<file path="src/rtl/mdu_hilo_ctrl_if.sv">
// Handshake between the HI/LO controller (master) and the shift-add multiplier (slave).
interface mdu_hilo_ctrl_if;
    logic        mult_begin;
    logic [31:0] mult_op1;
    logic [31:0] mult_op2;
    logic [63:0] mult_product;
    logic        mult_end;

    modport master (
        output mult_begin, mult_op1, mult_op2,
        input  mult_product, mult_end
    );

    modport slave (
        input  mult_begin, mult_op1, mult_op2,
        output mult_product, mult_end
    );
endinterface

</file>
<file path="src/rtl/mdu_hilo_ctrl.sv">
// EX-stage multiply controller and HI/LO register file with flush abort and busy watchdog.
// Optional MTHI/MTLO write path is enabled by defining MDU_MTHILO_EN.
module mdu_hilo_ctrl #(
    parameter int MAX_CYCLES = 40,
    parameter int CNT_W      = 6
) (
    input  logic               clk,
    input  logic               resetn,
    input  logic               ex_mult,
    input  logic signed [31:0] ex_op1,
    input  logic signed [31:0] ex_op2,
    input  logic               ex_mfhi,
    input  logic               ex_mflo,
    input  logic               ex_flush,
    output logic               mdu_stall,
    output logic [31:0]        hi,
    output logic [31:0]        lo,
    output logic               mdu_err,
`ifdef MDU_MTHILO_EN
    input  logic               ex_mthi,
    input  logic               ex_mtlo,
    input  logic [31:0]        ex_wdata,
`endif
    mdu_hilo_ctrl_if.master    mul
);

    typedef enum logic [1:0] {
        S_IDLE = 2'd0,
        S_BUSY = 2'd1,
        S_DONE = 2'd2
    } state_t;

    localparam logic [CNT_W-1:0] CNT_LAST = CNT_W'(MAX_CYCLES - 1);

    state_t              state;
    logic [CNT_W-1:0]    busy_cnt;
    logic                mult_begin_r;
    logic signed [31:0]  op1_r;
    logic signed [31:0]  op2_r;
    logic signed [63:0]  product_s;
    logic                busy;
    logic                hilo_rd_wait;
    logic                hilo_wr_wait;

    assign product_s      = $signed(mul.mult_product);
    assign mul.mult_begin = mult_begin_r;
    assign mul.mult_op1   = op1_r;
    assign mul.mult_op2   = op2_r;

    assign busy = (state == S_BUSY);

    // HI/LO readers wait while a product is pending; kept explicit even though BUSY already stalls.
    always_comb begin
        hilo_rd_wait = busy & (ex_mfhi | ex_mflo);
        hilo_wr_wait = 1'b0;
`ifdef MDU_MTHILO_EN
        hilo_wr_wait = busy & (ex_mthi | ex_mtlo);
`endif
        mdu_stall = ((state == S_IDLE) & ex_mult & ~ex_flush)
                  | busy
                  | hilo_rd_wait
                  | hilo_wr_wait;
    end

    always_ff @(posedge clk or negedge resetn) begin
        if (!resetn) begin
            state        <= S_IDLE;
            hi           <= '0;
            lo           <= '0;
            mult_begin_r <= 1'b0;
            op1_r        <= '0;
            op2_r        <= '0;
            busy_cnt     <= '0;
            mdu_err      <= 1'b0;
        end else begin
            case (state)
                S_IDLE: begin
                    busy_cnt <= '0;
                    if (ex_mult && !ex_flush) begin
                        op1_r        <= ex_op1;
                        op2_r        <= ex_op2;
                        mult_begin_r <= 1'b1;
                        state        <= S_BUSY;
                    end
`ifdef MDU_MTHILO_EN
                    else if (!ex_flush) begin
                        if (ex_mthi) hi <= ex_wdata;
                        if (ex_mtlo) lo <= ex_wdata;
                    end
`endif
                end

                // Flush wins over a same-cycle product; watchdog fires only if no product arrived.
                S_BUSY: begin
                    if (ex_flush) begin
                        mult_begin_r <= 1'b0;
                        busy_cnt     <= '0;
                        state        <= S_IDLE;
                    end else if (mul.mult_end) begin
                        hi           <= product_s[63:32];
                        lo           <= product_s[31:0];
                        mult_begin_r <= 1'b0;
                        busy_cnt     <= busy_cnt + 1'b1;
                        state        <= S_DONE;
                    end else if (busy_cnt == CNT_LAST) begin
                        mdu_err      <= 1'b1;
                        mult_begin_r <= 1'b0;
                        busy_cnt     <= '0;
                        state        <= S_IDLE;
                    end else begin
                        busy_cnt     <= busy_cnt + 1'b1;
                    end
                end

                // One idle-handshake cycle so the multiplier cannot restart on the retiring MULT.
                S_DONE: begin
                    busy_cnt <= '0;
                    state    <= S_IDLE;
                end

                default: begin
                    mult_begin_r <= 1'b0;
                    busy_cnt     <= '0;
                    state        <= S_IDLE;
                end
            endcase
        end
    end

endmodule

</file>
<file path="src/flat_wrapper.sv">
// flat-port wrapper written by rule: the top's interface ports become plain ports
module mdu_hilo_ctrl_flat 
#(
    parameter int MAX_CYCLES = 40,
    parameter int CNT_W      = 6
)
  (clk, resetn, ex_mult, ex_op1, ex_op2, ex_mfhi, ex_mflo, ex_flush, mdu_stall, hi, lo, mdu_err, mul_mult_begin, mul_mult_op1, mul_mult_op2, mul_mult_product, mul_mult_end);
  mdu_hilo_ctrl_if mul_i ();
  input  logic clk;
  input  logic resetn;
  input  logic ex_mult;
  input  logic signed [31:0] ex_op1;
  input  logic signed [31:0] ex_op2;
  input  logic ex_mfhi;
  input  logic ex_mflo;
  input  logic ex_flush;
  output logic mdu_stall;
  output logic [31:0] hi;
  output logic [31:0] lo;
  output logic mdu_err;
  output wire logic [$bits(mul_i.mult_begin)-1:0] mul_mult_begin;
  output wire logic [$bits(mul_i.mult_op1)-1:0] mul_mult_op1;
  output wire logic [$bits(mul_i.mult_op2)-1:0] mul_mult_op2;
  input wire logic [$bits(mul_i.mult_product)-1:0] mul_mult_product;
  input wire logic [$bits(mul_i.mult_end)-1:0] mul_mult_end;
  assign mul_mult_begin = mul_i.mult_begin;
  assign mul_mult_op1 = mul_i.mult_op1;
  assign mul_mult_op2 = mul_i.mult_op2;
  assign mul_i.mult_product = mul_mult_product;
  assign mul_i.mult_end = mul_mult_end;
  mdu_hilo_ctrl #(.MAX_CYCLES(MAX_CYCLES), .CNT_W(CNT_W)) u_core (.clk(clk), .resetn(resetn), .ex_mult(ex_mult), .ex_op1(ex_op1), .ex_op2(ex_op2), .ex_mfhi(ex_mfhi), .ex_mflo(ex_mflo), .ex_flush(ex_flush), .mdu_stall(mdu_stall), .hi(hi), .lo(lo), .mdu_err(mdu_err), .mul(mul_i));
endmodule
</file>
<file path="config.mk">
export PLATFORM = sky130hd
export DESIGN_NAME = mdu_hilo_ctrl_flat
export DESIGN_NICKNAME = d
export VERILOG_FILES = /design/src/rtl/mdu_hilo_ctrl_if.sv /design/src/rtl/mdu_hilo_ctrl.sv /design/src/flat_wrapper.sv
export SDC_FILE = /design/constraint.sdc
export NUM_CORES = 1
export LEC_CHECK = 0
export ABC_CLOCK_PERIOD_IN_PS = 3800
export BUFFER_PORTS_ARGS = -buffer_cell sky130_fd_sc_hd__buf_4
export CORE_MARGIN = 10
export CORE_UTILIZATION = 50
export DETAILED_ROUTE_END_ITERATION = 16
export PLACE_DENSITY = 0.85
export SLEW_MARGIN = 20
export SYNTH_ARGS = -nofsm -noshare
export SYNTH_HDL_FRONTEND = slang
export SYNTH_SLANG_ARGS = --single-unit
</file>
<file path="constraint.sdc">
create_clock -name clk -period 3.8 [get_ports clk]
set_clock_uncertainty 0.05 [all_clocks]
set_input_delay 0.57 -clock clk [delete_from_list [all_inputs] [get_ports clk]]
set_output_delay 0.57 -clock clk [all_outputs]
set_load 0.005 [all_outputs]
</file>
==> qor.csv, run 1 <==
stage,metric,value,unit
outcome,status,"finished, final reports clean",
cts,clkSinkCount,138,
worst_setup_path,start_kind,flip-flop,
grt,grtUsageMet3,8.93,%
floorplan,initial_utilization,50.7,%
sta,period_share,60.1,%
place,hpwl,11800,um
layout,stdcell_area,8310,um^2
yosys,yosysUniqueCellTypes,24,
layout,areaGrowthSynthToFinish,44.2,%
yosys,yosys-top-cells-count,"dfrtp_1, mux2_4, mux2_2, buf_12, nor2_1",
drt,vias,3623,
grt,top_usage_layer,met2,
job,maxCapViolCount,0,
layout,nets,721,
drt,drtPass1Iterations,4,
drt,vias_per_cell,4.89,
sta,hold_viol_final,0,
floorplan,die_w,127,um
grt,antenna_found_initial,0,
worst_setup_path,critical_path_class,reg -> reg,
worst_setup_path,required,4.04,ns
cts,cts.clk_slew.worst_paths,0.06,ns
yosys,post-synth-top-area-fraction,59.9,%
yosys,yosys-top-cells-area,"dfrtp_1, mux2_4, buf_12",
yosys,synthArstFlopShare,100,%
yosys,synth_edf_count,0,
yosys,yosysWarnings,0,
cts,cts_buffer_depth,2,
pwr,p_per_area,613,nW/um^2
sta,final_max_slew_viol_count,0,
cts,cts-hold-fix-buffers,0,
worst_setup_path,critPathArrivalTime,2.53,ns
place,placed_cell_area,7720,um^2
drt,drc,0,
floorplan,design.core.area,11400,um^2
yosys,yosysMostFrequentCell,dfrtp_1,
cts,post_cts_buffers,0,
floorplan,die_h,127,um
grt,grt_pass1_wl,24600,um
yosys,netlist_area,5770,um^2
grt,grt_overflow,0,
place,portBuffers,263,
sta,relSlewSlack,37.4,%
sta,finalSetupTns,0,ns
pwr,switching_power,1.26,mW
pwr,power_frac_seq,40.5,%
pwr,clkPwrFrac,32.4,%
pwr,p_leak,4.17,nW
cts,cts_buffers,17,
hold_path,holdCritPathClass,in -> async,
yosys,ys_seq_elements,138,
grt,met2_usage,32.4,%
worst_setup_path,path_max_fanout,44,
sta,setup_viol,0,
grt,grt_max_degree,119,
sta,tightest_slew,0.939,ns
sta,fin_crit,2.28,ns
sta,whs,0.215,ns
yosys,synth_nets,448,
grt,grt.total_usage,19.4,%
drt,wl,16000,um
worst_setup_path,crit_path_end_kind,flip-flop,
layout,n_antenna_cell,0,
yosys,syn_inst,312,
sta,rsz0062_at_grt,no,
floorplan,rows,39,
pwr,internal_power,3.84,mW
cts,post_cts_resized,0,
grt,grt_util_met1,21.5,%
drt,postRouteAntennaNets,0,
layout,fillers,735,
pwr,swShare,24.7,%
pwr,combPwrFrac,27.1,%
drt,initialDrtViolationCount,205,
cts,cts_tree,yes,
floorplan,ios,266,
cts,clk_latency,0.41,ns
layout,drive_gt1_share,71.7,%
pwr,peakVddDrop,0.000453,V
floorplan,dieArea,16200,um^2
yosys,synth_top_cell_by_area,dfrtp_1,
yosys,ys.flop_type,dfrtp_1,
yosys,ys_seq_area_share,59.9,%
yosys,synth.avg_cell_area,18.5,um^2
sta,max_freq,438,MHz
drt,drt-wirelength-per-cell,21.5,um
place,gp_congestion,0.754,
grt,grt_pass1_vias,4182,
cts,htreeDepth,4,
cts,cts.root.buffer_cell,clkbuf_16,
[worst max-delay path, stage by stage (launching register included)]
cell and delay [ns]:
dfrtp_1 0.42, nor3b_4 0.29, and2_4 0.66, buf_4 0.38, mux2_4 0.33
[cell type report]
class / count / area, um^2 / area share, %
clock buffers: 25 / 505 / 6.08
inverters: 2 / 7.51 / 0.0903
clock inverters: 7 / 87.6 / 1.05
flip-flops and latches: 138 / 3450 / 41.5
multi-input cells: 158 / 2050 / 24.7
repair buffers: 268 / 2030 / 24.4
well taps: 143 / 179 / 2.15
[per-layer routing]
layer  up-vias  share of wire [%]
li1       1640                  -
met4         0                1.7
met2       175                 52
met5         -                  0
met3        22                9.2
met1      1786                 38
[registers in the layout (all words and copies together), names as in the netlist]
register and count:
u_core.lo 32, u_core.state 2, u_core.mul.mult_begin 1, u_core.mul.mult_op2 32, u_core.busy_cnt 6, u_core.mul.mult_op1 32
u_core.hi 32, u_core.mdu_err 1
[power by group through the flow]
stage / clock [mW] / combinational [mW] / sequential (mW)
floorplan: 0 / 0.560 / 2.07
global placement: 0 / 1.37 / 2.05
CTS: 1.68 / 1.42 / 2.06
global route: 1.75 / 1.48 / 2.10
finish: 1.65 / 1.38 / 2.06
detailed placement: 0 / 1.41 / 2.07
[worst paths after layout]
| path | slack, ns | start | end | depth (start not counted) |
|---|---|---|---|---|
| setup / recovery | 1.52 | u_core.state[1] | u_core.hi[18] | 4 |
| hold / removal | 0.22 | resetn | u_core.mul.mult_op1[0] | 1 |
| setup reg to reg | 1.52 | u_core.state[1] | u_core.hi[18] | 4 |
| hold reg to reg | 0.42 | u_core.busy_cnt[0] | u_core.busy_cnt[0] | 1 |
| max in group asynchronous | 2.75 | resetn | u_core.mul.mult_op1[5] | 2 |
| min in group clk | 0.33 | mul_mult_end | u_core.state[0] | 2 |
[metrics by stage]
| step | setup WS (ns) | utilization, % | total power, mW | std cells |
|---|---|---|---|---|
| after floorplan | 2.09 | - | 2.63 | 312 |
| after global placement | 1.32 | 67.9 | 3.42 | 709 |
| after detailed placement | 1.27 | 67.9 | 3.48 | 709 |
| after CTS | 1.52 | 73.1 | 5.16 | 741 |
| after global routing | 1.40 | 73.1 | 5.33 | 741 |
| final | 1.52 | 73.1 | 5.10 | 741 |
[cell usage in the layout (no fill, tap or decap), types with 2 or more instances in the layout]
master and count:
xor2_1 2, clkinv_2 4, clkbuf_1 3, clkbuf_16 17, dfrtp_1 138, o21ai_0 2
inv_1 2, mux2_4 109, buf_4 266, bufinv_16 2, o31ai_1 2, clkbuf_8 6
nand3_1 4, mux2_2 19, nor2_1 6, nand2_1 3
[kinds of logic after synthesis]
group | count (synthesis) | synth area share [%]
fa+ha+maj | 1 | 0.217
flops | 138 | 59.9
mux | 128 | 32.1
xor+xnor | 3 | 0.456
simple gates | 19 | 1.89
compound gates | 7 | 0.825
buf+inv | 16 | 4.62
Power figures use the tool's default switching activity.
==> run 2, diff against run 1 <==
- ABC_AREA: unset -> 1
- ABC_CLOCK_PERIOD_IN_PS: 3800 -> 1900
- CORE_UTILIZATION: 50 -> 41
- PLACE_DENSITY: 0.85 -> 0.76
- clock period: 3.8 -> 1.9 ns (I/O delays scaled with it)
==> qor.csv, run 2 <==
stage,metric,value,unit,change
worst_setup_path,crit_path_end_kind,output pin,,
layout,finalNonFillerCells,1049,,+42%
floorplan,design.core.area,12700,um^2,+12%
floorplan,rows,41,,+5.1%
sta,setup_viol,0,,unchanged
yosys,ys_seq_elements,138,,unchanged
yosys,yosysUniqueCellTypes,20,,-17%
floorplan,die_h,134,um,+5.4%
sta,period_share,89.5,%,
sta,finalSetupTns,0,ns,unchanged
yosys,synth_mux_area_share,0,%,-32 points
layout,stdcell_area,8180,um^2,-1.6%
yosys,yosysMostFrequentCell,nand2_1,,
yosys,ys_seq_area_share,64.5,%,+4.6 points
drt,wl,16500,um,+3.6%
yosys,yosysWarnings,0,,unchanged
sta,tightest_slew,0.433,ns,-0.506 ns
sta,max_freq,588,MHz,
grt,grt_overflow,0,,unchanged
drt,drtPass1Iterations,7,,+3
place,placed_cell_area,7510,um^2,-2.7%
layout,nets,1003,,+39%
grt,met2_usage,32.5,%,+0.15 points
drt,postRouteAntennaNets,0,,unchanged
floorplan,die_w,134,um,+5.4%
yosys,yosys-top-cells-area,"dfrtp_1, nand2_1, inv_1",,
layout,areaGrowthSynthToFinish,52.9,%,
worst_setup_path,required,1.56,ns,-2.48 ns
yosys,yosys-top-cells-count,"nand2_1, dfrtp_1, inv_1, o21ai_0, o21ai_1",,
layout,final_core_util,64.3,%,-8.8 points
place,gp_congestion,0.816,,+8.3%
hold_path,hold_end,u_core.lo[27],,
grt,grt.total_usage,18.1,%,-1.3 points
worst_setup_path,r2r-end,u_core.mul.mult_op2[1],,
grt,grtUsageMet3,5.56,%,-3.4 points
yosys,synth.avg_cell_area,9.07,um^2,-51%
grt,top_usage_layer,met2,,
yosys,syn_inst,590,,+89%
sta,final_max_slew_viol_count,0,,unchanged
sta,relSlewSlack,71.1,%,+34 points
yosys,synth_top_cell_by_area,dfrtp_1,,
cts,cts.clk_slew.worst_paths,0.06,ns,about the same
job,maxCapViolCount,0,,unchanged
yosys,synth-simple-area-share,20.1,%,+18 points
layout,layout_commonest_cell,buf_4,,
floorplan,initial_utilization,42.1,%,-8.6 points
yosys,synth_top_family_by_area,simple AND/OR/NAND/NOR gates,,
sta,layout_setup_ws,0.199,ns,-1.32 ns
place,portBuffers,263,,unchanged
outcome,status,"finished, final reports clean",,
yosys,ys.flop_type,dfrtp_1,,
sta,fin_crit,1.70,ns,
drt,initialDrtViolationCount,218,,+6.3%
yosys,netlist_area,5350,um^2,-7.2%
hold_path,holdCritPathClass,in -> reg,,
cts,cts_buffers,17,,unchanged
layout,fillers,1076,,+46%
yosys,synth-compound-area-share,6.41,%,+5.6 points
pwr,peakVddDrop,0.000596,V,+32%
cts,cts_tree,yes,,
cts,htreeDepth,4,,unchanged
grt,grt_max_degree,84,,-29%
layout,mostFrequentLayoutCells,"buf_4, nand2_1, dfrtp_1, inv_1, o21ai_0",,
cts,clk_latency,0.41,ns,about the same
sta,rsz0062_at_grt,no,,
sta,whs,0.0198,ns,-0.195 ns
worst_setup_path,rr_worst_depth,6,,+2
yosys,synth_nets,726,,+62%
yosys,synthXorXnorAreaFrac,0.327,%,-0.13 points
grt,grt_pass1_vias,4741,,+13%
layout,drive_gt1_share,35.5,%,-36 points
drt,drt-wirelength-per-cell,15.8,um,-27%
pwr,p_per_area,1120,nW/um^2,+84%
grt,grt_util_met1,19.0,%,-2.5 points
cts,cts.root.buffer_cell,clkbuf_16,,
place,place_ws,0.305,ns,-0.967 ns
yosys,synth_fa_ha_area_share,0.234,%,+0.017 points
cts,cts_buffer_depth,2,,unchanged
place,placed_cells,1007,,+42%
drt,drc,0,,unchanged
grt,grt_pass1_wl,25500,um,+3.8%
cts,clkSinkCount,138,,unchanged
floorplan,dieArea,18000,um^2,+11%
grt,antenna_found_initial,0,,unchanged
worst_setup_path,critical_path_class,reg -> out,,
hold_path,holdPathStages,3,,
drt,vias,4667,,+29%
worst_setup_path,critPathArrivalTime,1.37,ns,-1.16 ns
hold_path,hold_start,mul_mult_product[27],,
yosys,synthArstFlopShare,100,%,unchanged
worst_setup_path,timing.rr.start,u_core.state[0],,
place,hpwl,12200,um,+4.1%
yosys,post-synth-top-area-fraction,64.5,%,+4.6 points
floorplan,ios,266,,unchanged
sta,hold_viol_final,0,,unchanged
drt,vias_per_cell,4.45,,-9.0%
pwr,p_total,9.20,mW,+81%
worst_setup_path,path_max_fanout,6,,-86%
worst_setup_path,start_kind,flip-flop,,
layout,n_antenna_cell,0,,unchanged
worst_setup_path,r2r_slack,0.36,ns,-1.16 ns
pwr,p_leak,4.64,nW,+11%
yosys,synth_edf_count,0,,unchanged
-- run 2: cell types whose count changed in the layout (fill, tap and decap cells not counted), sizes merged, moves of 2 or more --
cell,delta
nand2,+265
mux2,-128
inv,+69
o21ai,+64
buf,+10
dlygate4sd3,+8
clkbuf,-5
nor2,+3
and2,-2
o31ai,-2
-- run 2: layout make-up --
type,instances,area [um^2],area share [%]
clock buffer,21,450,5.51
clock inverter,8,98.8,1.21
tap,172,215,2.63
sequential,138,3450,42.2
timing repair buffer,285,2230,27.2
inverter,71,267,3.26
multi-input combinational,354,1470,18.0
-- run 2: critical path, cell delays in order, from the launching register on --
cell     delay (ns)
dfrtp_1        0.42
nor2_2         0.21
nand3_4        0.13
nand2_1        0.09
buf_4          0.11
-- run 2: what timing repair did --
action | CTS | global route
hold endpoints to repair | 46 | 0
setup buffers | 0 | 4
gates resized for setup | 1 | 0
gates cloned | 1 | 0
setup endpoints to repair | 1 | 1
pin swaps | 1 | 1
hold buffers | 8 | 0
-- run 2: report_power, final --
group | total, mW | switching [mW] | internal (mW)
registers | 3.93 | 0.352 | 3.57
clock network | 3.11 | 1.17 | 1.94
logic | 2.17 | 0.931 | 1.24
-- run 2: cell families (layout without fill, tap and decap cells) --
family,count (synthesis),in the layout
buf+inv,99,385
xor+xnor,2,2
fa+ha+maj,1,1
simple gates,282,283
compound gates,68,68
flops,138,138
-- run 2: worst max-delay path by stage --
stage | to | cells after the start | slack, ns | startpoint
floorplan | u_core.busy_cnt[5] | 6 | 0.67 | u_core.busy_cnt[0]
global placement | u_core.mul.mult_op2[2] | 5 | 0.37 | u_core.state[0]
detailed placement | u_core.mul.mult_op1[22] | 4 | 0.30 | u_core.state[0]
CTS | mdu_stall | 4 | 0.05 | u_core.state[0]
global route | mdu_stall | 4 | 0.12 | u_core.state[0]
finish | mdu_stall | 4 | 0.20 | u_core.state[0]
-- run 2: per-layer routing --
metal,part of all wire (%),vias to the layer above
li1,-,2333
met3,6.1,26
met2,54,154
met4,2.3,0
met5,0,-
met1,37,2154
==> run 3, diff against run 2 <==
- CORE_MARGIN: 10 -> unset
- RECOVER_POWER: unset -> 100
==> qor.csv, run 3 (synthesis results as in run 2) <==
stage,metric,value,unit,change
outcome,status,"finished, final reports clean",,
layout,layout_commonest_cell,nand2_1,,
sta,fin_crit,1.69,ns,-0.00674 ns
floorplan,dieArea,13500,um^2,-25%
floorplan,initial_utilization,42.2,%,+0.17 points
sta,period_share,89.2,%,-0.35 points
cts,clk_latency,0.41,ns,about the same
layout,areaGrowthSynthToFinish,50.1,%,
grt,grt_max_degree,123,,+46%
sta,rsz0062_at_grt,no,,
place,gp_congestion,0.792,,-3.0%
worst_setup_path,crit_path_end_kind,output pin,,
layout,final_core_util,63.4,%,-0.92 points
grt,grt_overflow,0,,unchanged
layout,drive_gt1_share,30.9,%,-4.5 points
cts,cts_buffers,17,,unchanged
cts,cts_buffer_depth,2,,unchanged
grt,grt.total_usage,19.7,%,+1.7 points
pwr,p_total,9.09,mW,-1.2%
place,placed_cell_area,7510,um^2,about the same
pwr,p_leak,4.47,nW,-3.6%
job,maxCapViolCount,0,,unchanged
sta,relSlewSlack,24.2,%,-47 points
worst_setup_path,start_kind,flip-flop,,
worst_setup_path,cpPeakStageDelay,0.40,ns,-0.02 ns
worst_setup_path,critPathArrivalTime,1.36,ns,about the same
cts,cts.root.buffer_cell,clkbuf_16,,
worst_setup_path,cp_cell_sequence,nor2_1 -> nand3_4 -> nand2_1 -> clkbuf_4,,
worst_setup_path,required,1.56,ns,about the same
worst_setup_path,rr_worst_depth,8,,+2
sta,max_freq,590,MHz,+0.40%
drt,vias,4539,,-2.7%
grt,antenna_found_initial,0,,unchanged
cts,htreeDepth,4,,unchanged
layout,n_antenna_cell,0,,unchanged
drt,wl,13300,um,-19%
cts,post_cts_resized,0,,-1
drt,drc,0,,unchanged
sta,tightest_slew,1.14,ns,+0.704 ns
drt,initialDrtViolationCount,309,,+42%
floorplan,die_h,116,um,-13%
sta,setup_viol,0,,unchanged
sta,final_max_slew_viol_count,0,,unchanged
hold_path,holdPathStages,3,,unchanged
layout,mostFrequentLayoutCells,"nand2_1, dfrtp_1, buf_4, clkbuf_4, inv_1",,
floorplan,die_w,116,um,-13%
drt,vias_per_cell,4.34,,-2.4%
drt,drtPass1Iterations,4,,-3
floorplan,design.core.area,12700,um^2,-0.40%
hold_path,holdCritPathClass,in -> reg,,
layout,nets,997,,-0.60%
cts,cts.clk_slew.worst_paths,0.05,ns,about the same
worst_setup_path,crit_slowest_cell,dfrtp_1,,
sta,hold_viol_final,0,,unchanged
cts,clkSinkCount,138,,unchanged
worst_setup_path,critical_path_class,reg -> out,,
place,portBuffers,263,,unchanged
grt,grt_pass1_wl,20200,um,-21%
floorplan,rows,41,,unchanged
layout,stdcell_area,8030,um^2,-1.8%
grt,grt_pass1_vias,4125,,-13%
pwr,peakVddDrop,0.000745,V,+25%
floorplan,ios,266,,unchanged
cts,cts_tree,yes,,
drt,postRouteAntennaNets,0,,unchanged
place,hpwl,9440,um,-23%
pwr,p_per_area,1130,nW/um^2,+0.66%
worst_setup_path,path_max_fanout,10,,+4
drt,drt-wirelength-per-cell,12.7,um,-19%
sta,finalSetupTns,0,ns,unchanged
run 3: cell types whose count changed in the layout (fill, tap and decap cells not counted), sizes merged:
cell / previous run / this run
buf: 277 / 141
bufinv: 2 / 3
clkbuf: 21 / 153
clkinvlp: 2 / 1
dlygate4sd3: 8 / 9
nand3: 5 / 4
run 3: area by class of cell:
class	instances	area [um^2]
Timing Repair Buffer	280	2050
Clock inverter	8	118
Inverter	71	267
Tap cell	172	215
Multi-Input combinational cell	353	1450
Sequential cell	138	3450
Clock buffer	23	478
Fill cell	1118	4640
run 3: repair_timing:
item                                   CTS  global route
hold buffers                             9             0
setup buffers                            0             0
endpoints found under the hold margin   51             0
run 3: final timing paths:
path / slack [ns] / to / from
min: 0.02 / u_core.lo[22] / mul_mult_product[22]
min in group asynchronous: 0.60 / u_core.mul.mult_op2[24] / resetn
min reg2reg: 0.41 / u_core.busy_cnt[0] / u_core.busy_cnt[0]
max: 0.21 / mdu_stall / u_core.state[0]
max reg2reg: 0.25 / u_core.hi[30] / u_core.state[1]
max in group asynchronous: 0.31 / u_core.lo[22] / resetn
run 3: critical path, delay by kind of cell, from the launching register on:
family                 cells  cell delay, ns
AND/OR/NAND/NOR            3            0.42
flip-flops                 1            0.40
buffers and inverters      1            0.12
run 3: through the flow:
stage          instances  setup WS [ns]  hold slack (ns)
2_1_floorplan        590          0.673          -0.0606
6_report            1045          0.205           0.0201
5_1_grt             1045         0.0569          0.00895
3_3_place_gp        1005          0.449            0.202
3_5_place_dp        1005          0.414            0.200
4_1_cts             1045          0.162         0.000389
run 3: report_power, final:
part           switching [mW]  internal [mW]  leakage [nW]  total (mW)
logic                   0.842           1.04          2.44        1.89
clock network            1.15           2.15         0.293        3.30
registers               0.334           3.57          1.74        3.91
run 3: metal layers:
| layer | up-vias | wire [um] | track usage, % |
|---|---|---|---|
| li1 | 2306 | - | - |
| met1 | 2092 | 5450 | 23.3 |
| met2 | 126 | 7010 | 33.9 |
| met3 | 15 | 669 | 5.14 |
| met4 | 0 | 180 | 8.63 |
| met5 | - | 0 | 0 |
